## config.mk

```make
export PLATFORM = sky130hd
export DESIGN_NAME = lava_sequencer
export DESIGN_NICKNAME = d
export VERILOG_FILES = /design/src/rtl/lava_sequencer.sv
export SDC_FILE = /design/constraint.sdc
export NUM_CORES = 1
export LEC_CHECK = 0
export ABC_AREA = 0
export BUFFER_PORTS_ARGS = -buffer_cell sky130_fd_sc_hd__buf_2
export CORE_MARGIN = 5
export CORE_UTILIZATION = 60
export DETAILED_ROUTE_END_ITERATION = 8
export PLACE_DENSITY = 0.83
export SKIP_CTS_REPAIR_TIMING = 1
export SKIP_LAST_GASP = 1
export SLEW_MARGIN = 20
export SYNTH_ARGS = -nofsm -noshare
export SYNTH_HDL_FRONTEND = slang
export SYNTH_SLANG_ARGS = --single-unit
```

## constraint.sdc

```tcl
create_clock -name clk -period 8.5 [get_ports clk]
set_input_delay 1.275 -clock clk [delete_from_list [all_inputs] [get_ports clk]]
set_output_delay 1.275 -clock clk [all_outputs]
set_load 0.01 [all_outputs]
```

## src/rtl/lava_sequencer.sv

```systemverilog
// lava_sequencer: advancing lava wall for one game level.
//
// After a level loads, the sequencer waits for the first player input. It then
// counts DELAY_TICKS game ticks and moves the wall right on every tick. The
// wall position is kept in 1/16-pixel units. The step grows with the speed
// index. The wall stops when it reaches the player, and hit_lava_wall pulses.
//
// Ports
//   clk               system clock, rising edge
//   rst               asynchronous reset, active low
//   game_tick         one-clk frame strobe (60 Hz)
//   start_level       one-clk pulse when a level is loaded; overrides everything
//   level             current level (3 = no lava)
//   any_input_level   player is pressing any control
//   speed_boost_pulse score-based speed-up request
//   freeze            hold all state (win / game over)
//   player_x          player left edge, pixels
//   lava_wall_x       wall left edge, pixels
//   lava_active       high while the wall is moving
//   hit_lava_wall     one-clk collision pulse
//   state             OFF=0, WAIT_INPUT=1, DELAY=2, RUN=3, HALT=4
//   speed_idx         current speed-ramp index
module lava_sequencer #(
   parameter int unsigned DELAY_TICKS   = 120,
   parameter int unsigned WALL_W        = 10,
   parameter int unsigned MAX_SPEED_IDX = 7
) (
   input  logic       clk,
   input  logic       rst,
   input  logic       game_tick,
   input  logic       start_level,
   input  logic [1:0] level,
   input  logic       any_input_level,
   input  logic       speed_boost_pulse,
   input  logic       freeze,
   input  logic [9:0] player_x,
   output logic [9:0] lava_wall_x,
   output logic       lava_active,
   output logic       hit_lava_wall,
   output logic [2:0] state,
   output logic [2:0] speed_idx
);

   typedef enum logic [2:0] {
      StOff       = 3'd0,
      StWaitInput = 3'd1,
      StDelay     = 3'd2,
      StRun       = 3'd3,
      StHalt      = 3'd4
   } state_e;

   localparam logic [9:0]  XMax     = 10'(640 - WALL_W);
   localparam logic [8:0]  CntLast  = 9'(DELAY_TICKS - 1);
   localparam logic [2:0]  SpeedMax = 3'(MAX_SPEED_IDX);
   localparam logic [10:0] WallW11  = 11'(WALL_W);

   state_e      state_q, state_d;
   logic [8:0]  cnt_q, cnt_d;
   logic [3:0]  frac_q, frac_d;
   logic [2:0]  speed_idx_q, speed_idx_d;
   logic [9:0]  wall_x_q, wall_x_d;
   logic        hit_q, hit_d;

   logic [7:0]  base;
   logic [7:0]  step;
   logic [14:0] pos_sum;
   logic        sat;
   logic [9:0]  new_x;
   logic [3:0]  new_frac;
   logic        collide;

   // Step in 1/16 pixel: level base plus 4 per speed index.
   always_comb begin
      case (level)
         2'd1:    base = 8'd12;
         2'd2:    base = 8'd16;
         default: base = 8'd8;
      endcase
      step = base + {3'b000, speed_idx_q, 2'b00};
   end

   // Candidate wall position for this tick, clamped to the right screen edge.
   always_comb begin
      pos_sum  = {1'b0, wall_x_q, frac_q} + {7'b0, step};
      sat      = pos_sum[14:4] >= {1'b0, XMax};
      new_x    = sat ? XMax : pos_sum[13:4];
      new_frac = sat ? 4'd0 : pos_sum[3:0];
      collide  = ({1'b0, new_x} + WallW11) >= {1'b0, player_x};
   end

   always_comb begin
      state_d     = state_q;
      cnt_d       = cnt_q;
      frac_d      = frac_q;
      speed_idx_d = speed_idx_q;
      wall_x_d    = wall_x_q;
      hit_d       = 1'b0;

      if (start_level) begin
         state_d     = (level == 2'd3) ? StOff : StWaitInput;
         cnt_d       = '0;
         frac_d      = '0;
         speed_idx_d = '0;
         wall_x_d    = '0;
      end else if (!freeze && game_tick) begin
         case (state_q)
            StOff: begin
               wall_x_d = '0;
               frac_d   = '0;
            end
            StWaitInput: begin
               if (any_input_level) begin
                  state_d = StDelay;
                  cnt_d   = '0;
               end
            end
            StDelay: begin
               cnt_d = cnt_q + 9'd1;
               if (cnt_q == CntLast) begin
                  state_d = StRun;
               end
            end
            StRun: begin
               wall_x_d = new_x;
               frac_d   = new_frac;
               if (collide) begin
                  hit_d   = 1'b1;
                  state_d = StHalt;
               end
            end
            default: ;
         endcase

         // The boosted index only affects the step from the next tick onward.
         if (speed_boost_pulse && (state_q == StDelay || state_q == StRun) &&
             speed_idx_q < SpeedMax) begin
            speed_idx_d = speed_idx_q + 3'd1;
         end
      end
   end

   always_ff @(posedge clk or negedge rst) begin
      if (!rst) begin
         state_q     <= StOff;
         cnt_q       <= '0;
         frac_q      <= '0;
         speed_idx_q <= '0;
         wall_x_q    <= '0;
         hit_q       <= 1'b0;
      end else begin
         state_q     <= state_d;
         cnt_q       <= cnt_d;
         frac_q      <= frac_d;
         speed_idx_q <= speed_idx_d;
         wall_x_q    <= wall_x_d;
         hit_q       <= hit_d;
      end
   end

   assign lava_wall_x   = wall_x_q;
   assign lava_active   = (state_q == StRun);
   assign hit_lava_wall = hit_q;
   assign state         = state_q;
   assign speed_idx     = speed_idx_q;

endmodule

```

Word-level counts from Yosys, hierarchy flattened
Index checks and enable logic that the tools add are counted.
{"block": "word_totals", "wordCells": 66, "reg_bits": 30, "inputBits": 19, "output_inout_bits": 18}
{"block": "op_classes", "eq_ne": 10, "n_reduce_logical": 15, "muxes": 27, "addsub": 5, "n_lt_le_gt_ge": 3}
{"cell": "2-to-1 mux 10 bit", "count": 3}
{"cell": "2-to-1 mux 9 bit", "count": 3}
{"cell": "2-to-1 mux 3 bit", "count": 8}
{"cell": "case mux 10 bit (2 select lines)", "count": 1}
{"cell": "case mux 9 bit (2 select lines)", "count": 1}
{"cell": "adder 14 x 8 -> 15 bit", "count": 1}
{"cell": "2-to-1 mux 4 bit", "count": 3}
{"cell": "adder 10 x 4 -> 11 bit, second input constant", "count": 1}
{"cell": "greater-or-equal comparator 11 x 10 -> 1 bit", "count": 1}
{"cell": "greater-or-equal comparator 11 x 10 -> 1 bit, second input constant", "count": 1}
{"cell": "case mux 5 bit (2 select lines)", "count": 1}
{"cell": "adder 9 x 1 -> 9 bit, second input constant", "count": 1}
{"cell": "equality test 9 x 7 -> 1 bit, second input constant", "count": 1}
{"cell": "case mux 3 bit (3 select lines)", "count": 1}
{"cell": "adder 8 x 5 -> 8 bit", "count": 1}
{"cell": "case mux 4 bit (2 select lines)", "count": 1}
{"cell": "equality test 3 x 2 -> 1 bit, second input constant", "count": 2}
{"cell": "inequality test 3 bit, second input constant", "count": 2}
{"cell": "nonzero test 3 bit", "count": 2}
{"cell": "2-to-1 mux 1 bit", "count": 5}
{"cell": "AND reduction 5 bit", "count": 1}
{"cell": "equality test 2 bit, second input constant", "count": 2}
{"cell": "AND reduction 2 bit", "count": 2}
{"cell": "nonzero test 2 bit", "count": 2}
{"cell": "other kinds (11)", "count": 13}

Longest topological paths before layout
{"block": "logic_depth", "depth_word": 12, "mapped_depth": 26, "ltp_nobuf": 25}

Worst setup path after synthesis
Ideal clock, no wire load.
{"block": "synth_timing", "path_type": "input -> register", "from": "in level[0]", "to": "reg state_q[2], in the netlist state[2]", "cell_stages": 25, "arrival_time_ns": 6.041, "required_time_ns": 8.379, "setup_slack_ns": 2.338, "path_buffers": 0, "setup_ns": 0.121, "cell_sequence": "nor2b_1 ha_1 inv_1 fa_1 inv_1 fa_1 a211oi_4 xnor2_1 and3_1 a211oi_2 o311ai_4 a21oi_2 inv_1 ha_1 inv_1 a21oi_1 mux2i_1 a21oi_1 a221oi_1 a22oi_1 ha_1 or3_1 a221oi_1 o21ai_0 a22o_1"}
{"block": "synth_between", "elab_chain_cells": 10, "word_cells_on_any_way": 11, "cone_classes": "3 x add/sub; 2 x order compare; 3 x eq/ne; 2 x mux; 1 x reduce/logical"}
{"element": "start, declared", "line": "32", "rtl": "input logic [1:0] level,"}
{"element": "equality test 2 bit / equality test 2 x 1 -> 1 bit (equally long branches)", "line": "74", "rtl": "case (level)"}
{"element": "case mux 5 bit (2 select lines) (*)", "line": "74"}
{"element": "adder 8 x 5 -> 8 bit (*)", "line": "79", "rtl": "step = base + {3'b000, speed_idx_q, 2'b00};"}
{"element": "adder 14 x 8 -> 15 bit (*)", "line": "84", "rtl": "pos_sum = {1'b0, wall_x_q, frac_q} + {7'b0, step};"}
{"element": "greater-or-equal comparator 11 x 10 -> 1 bit", "line": "85", "rtl": "sat = pos_sum[14:4] >= {1'b0, XMax};"}
{"element": "2-to-1 mux 10 bit (*)", "line": "86", "rtl": "new_x = sat ? XMax : pos_sum[13:4];"}
{"element": "adder 10 x 4 -> 11 bit (*)", "line": "88", "rtl": "collide = ({1'b0, new_x} + WallW11) >= {1'b0, player_x};"}
{"element": "greater-or-equal comparator 11 x 10 -> 1 bit (*)", "line": "88"}
{"element": "inequality test 3 x 2 -> 1 bit (no source line) (*)"}
{"element": "AND reduction 5 bit (no source line) (*)"}
{"element": "end signal, assigned", "line": "144", "rtl": "state_q <= StOff;"}
{"element": "end signal, assigned", "line": "151", "rtl": "state_q <= state_d;"}
{"element": "end, declared", "line": "57", "rtl": "state_e state_q, state_d;"}
Every way passes the cells marked *; elsewhere a longest branch is shown, timed or not.
A chain may end at the register's enable or synchronous reset.

Worst setup path after layout
{"block": "layout_timing", "from": "in level[0]", "to": "reg state_q[1], in the netlist state[1]"}
The elaborated chain is that of the path after synthesis.

==> run_results.csv <==
group,metric,value,unit
global_route,grt_use_met2,33.75,%
synthesis,async_flop_share,100.0,%
synthesis,yosysTopAreaCell,"dfrtp_1",
drt,firstDrtPassIters,5,
layout,antennaDiodeCount,0,
synthesis,synth_flop_cell,"dfrtp_1",
critical_path,cp_common_cell,"inv_1",
layout,mostFrequentLayoutCells,"buf_2, dfrtp_1, nand2_1, inv_1, ha_1",
place,post-place-ws,1.448,ns
sta,hold_viol,0,
critical_path,crit_fanout,7,
synthesis,synth_area_leaders,"dfrtp_1, ha_1, xnor2_1",
pwr,total_power,248.4,uW
floorplan,dieArea,5644,um^2
layout,fill_cells,326,
clock_tree,clockBufferDepth,2,
sta,maxSlewViolCount,0,
sta,tightest_slew,0.9489,ns
layout,area_delta_synth_final,9.341,%
floorplan,die_x,75.13,um
clock_tree,cts_buffers,3,
run_status,status,"finished clean",
clock_tree,cts_tree,"done",
critical_path,worst_path_largest_cell_delay,0.48,ns
sta,worst_slack,1.641,ns
critical_path,endpoint_kind,"flip-flop",
drt,drt_iter0_drc,175,
synthesis,synth_seq_cells,28,
synthesis,syn_area,2545,um^2
synthesis,syn_nets,332,
floorplan,die_y,75.13,um
critical_path,cp_num_buf_inv,5,
drt,route.detailed.drc,0,
global_route,antenna_found_initial,0,
global_route,grt_use_total,21.55,%
layout,final_common_cell,"buf_2",
global_route,top_usage_layer,"met2",
synthesis,ys_warn_count,0,
layout,post-route-util,68.58,%
global_route,grt_pass1_wl,9528,um
drt,routedWlPerCell,15.56,um
synthesis,synth-edff-count,0,
critical_path,cpLargestDelayFamily,"compound AO/OA/AOI/OAI gates",
sta,rsz0062_at_grt,"false",
clock_tree,cts-root-buf,"clkbuf_8",
sta,skew,0.007204,ns
drt,via_count,2316,
global_route,grt_max_degree,29,
sta,fin_crit_sh,80.70,%
layout,nets,363,
critical_path,cp_slowest_cell,"fa_1",
clock_tree,clock_latency,0.27,ns
clock_tree,cts.sinks,28,
critical_path,start_kind,"primary input",
sta,tns,0,ns
synthesis,synth_cells,291,
place,dp_hpwl,4450,um
clock_tree,clk_pin_slew_worst_paths,0.09,ns
sta,maxSlewHeadroom,36.74,%
critical_path,rrSetupSlack,2.42,ns
sta,min_period,6.859,ns
layout,multi_input_area,1719,um^2
pwr,pwr_density_cell,89.25,nW/um^2
sta,finalSetupViolations,0,
hold_path,hold_path.class,"reg2reg",
drt,routed_via_density,6.259,
place,gp_congestion,0.9317,
global_route,gr-usage-met3,3.204,%
critical_path,critPathKind,"in2reg",
clock_tree,cts_max_level,1,
pwr,worst_ir_drop_vdd,0.08797,mV
critical_path,arrival,7.03,ns
sta,max_freq,0.1458,GHz
drt,drt-total-wl,5757,um
floorplan,ios,37,
drt,ant_nets,0,
synthesis,netlist.area_leader.share,27.53,%
critical_path,required,8.67,ns
floorplan,start_util,62.72,%
synthesis,ys_seq_area_share,27.53,%
job,cap_violations,0,
pwr,power.leakage,0.001412,uW
global_route,grt_pass1_vias,2073,
floorplan,rows,23,
synthesis,synth_area_per_cell,8.746,um^2
synthesis,ys_types,64,
layout,drive_gt1_share,17.50,%
global_route,met1_usage,31.49,%
layout,ff_latch_area,700.7,um^2
floorplan,core_area,4058,um^2
global_route,overflow,0,
place,io_buffers,36,
-- path summary, 6_finish.rpt --
kind	from	endpoint	cells past startpoint
min reg2reg	cnt_q[5]	cnt_q[5]	1
max in group asynchronous	rst	hit_lava_wall	1
min	cnt_q[5]	cnt_q[5]	1
max	level[0]	state[1]	26
min in group asynchronous	rst	cnt_q[2]	1
max reg2reg	speed_idx[0]	state[1]	24
-- worst register-to-register path, stage by stage (launching register included) --
cell and delay [ns]:
dfrtp_1 0.45, ha_1 0.21, inv_1 0.06, fa_1 0.47, inv_1 0.06, fa_1 0.48
a211oi_4 0.35, xnor2_1 0.11, and3_1 0.22, a211oi_2 0.48, o311ai_4 0.22, a21oi_2 0.26
inv_1 0.07, ha_1 0.24, inv_1 0.13, a21oi_1 0.08, mux2i_1 0.14, a21oi_1 0.09
a221oi_1 0.36, a22oi_1 0.12, ha_1 0.21, or3_1 0.30, a221oi_1 0.25, o21ai_0 0.28
a311oi_1 0.35
-- Yosys cell counts (2+ instances only) --
cell	number
o31ai_1	2
a32o_1	3
nand4_1	2
ha_1	20
a211oi_1	6
or3_1	3
xnor2_1	11
fa_1	2
o211ai_2	2
a22oi_1	3
and3_1	5
a21o_1	9
o21ai_1	3
dfrtp_1	28
nor2_1	18
nor3_1	6
o41ai_1	2
xor2_1	4
inv_1	21
clkbuf_1	5
nand2b_1	11
buf_2	2
and2_1	3
nand2_1	24
nand3_1	8
a21oi_1	18
mux2i_1	3
a221oi_1	3
o21ai_0	19
o211ai_1	3
a22o_1	4
a31oi_1	3
nor2b_1	3
a311oi_1	2
-- per-stage QoR --
step / hold WS, ns / cells / instance area, um^2
after global routing: 0.5360 / 370 / 2783
after global placement: 0.4832 / 367 / 2736
after detailed placement: 0.4895 / 367 / 2736
after floorplan: 0.4586 / 291 / 2545
after CTS: 0.5083 / 370 / 2778
final: 0.5020 / 370 / 2783
-- final cells by class --
type | instances | share of cell area [%]
sequential | 28 | 25.18
tap | 50 | 2.248
multi-input combinational | 232 | 61.78
clock buffer | 3 | 1.484
timing repair buffer | 36 | 6.475
inverter | 21 | 2.833
-- sequential cells by signal, indices dropped and copies added, names as in the netlist --
| register | cells |
|---|---|
| speed_idx | 3 |
| hit_lava_wall | 1 |
| frac_q | 2 |
| cnt_q | 9 |
| lava_wall_x | 10 |
| state | 3 |
-- power breakdown --
group | leakage (uW) | internal (uW) | switching (uW)
clock | 0.0000216 | 31.8 | 38.1
combinational | 0.00100 | 16.2 | 23.3
sequential | 0.000386 | 135 | 3.75
-- routing by layer --
layer  wire length [um]  vias up
met4                 89        0
met2               2687       56
li1                   -     1134
met5                  0        -
met1               2652     1117
met3                327        9
-- cell families (layout without fill, tap and decap cells) --
kind of cell	Yosys count	count (layout)	share of synthesized area [%]
flops	28	28	27.53
compound gates	96	96	29.20
buf+inv	31	60	5.113
mux	5	5	2.163
fa+ha+maj	22	22	11.41
xor+xnor	15	15	5.162
simple gates	94	94	19.42
Power figures use the tool's default switching activity.
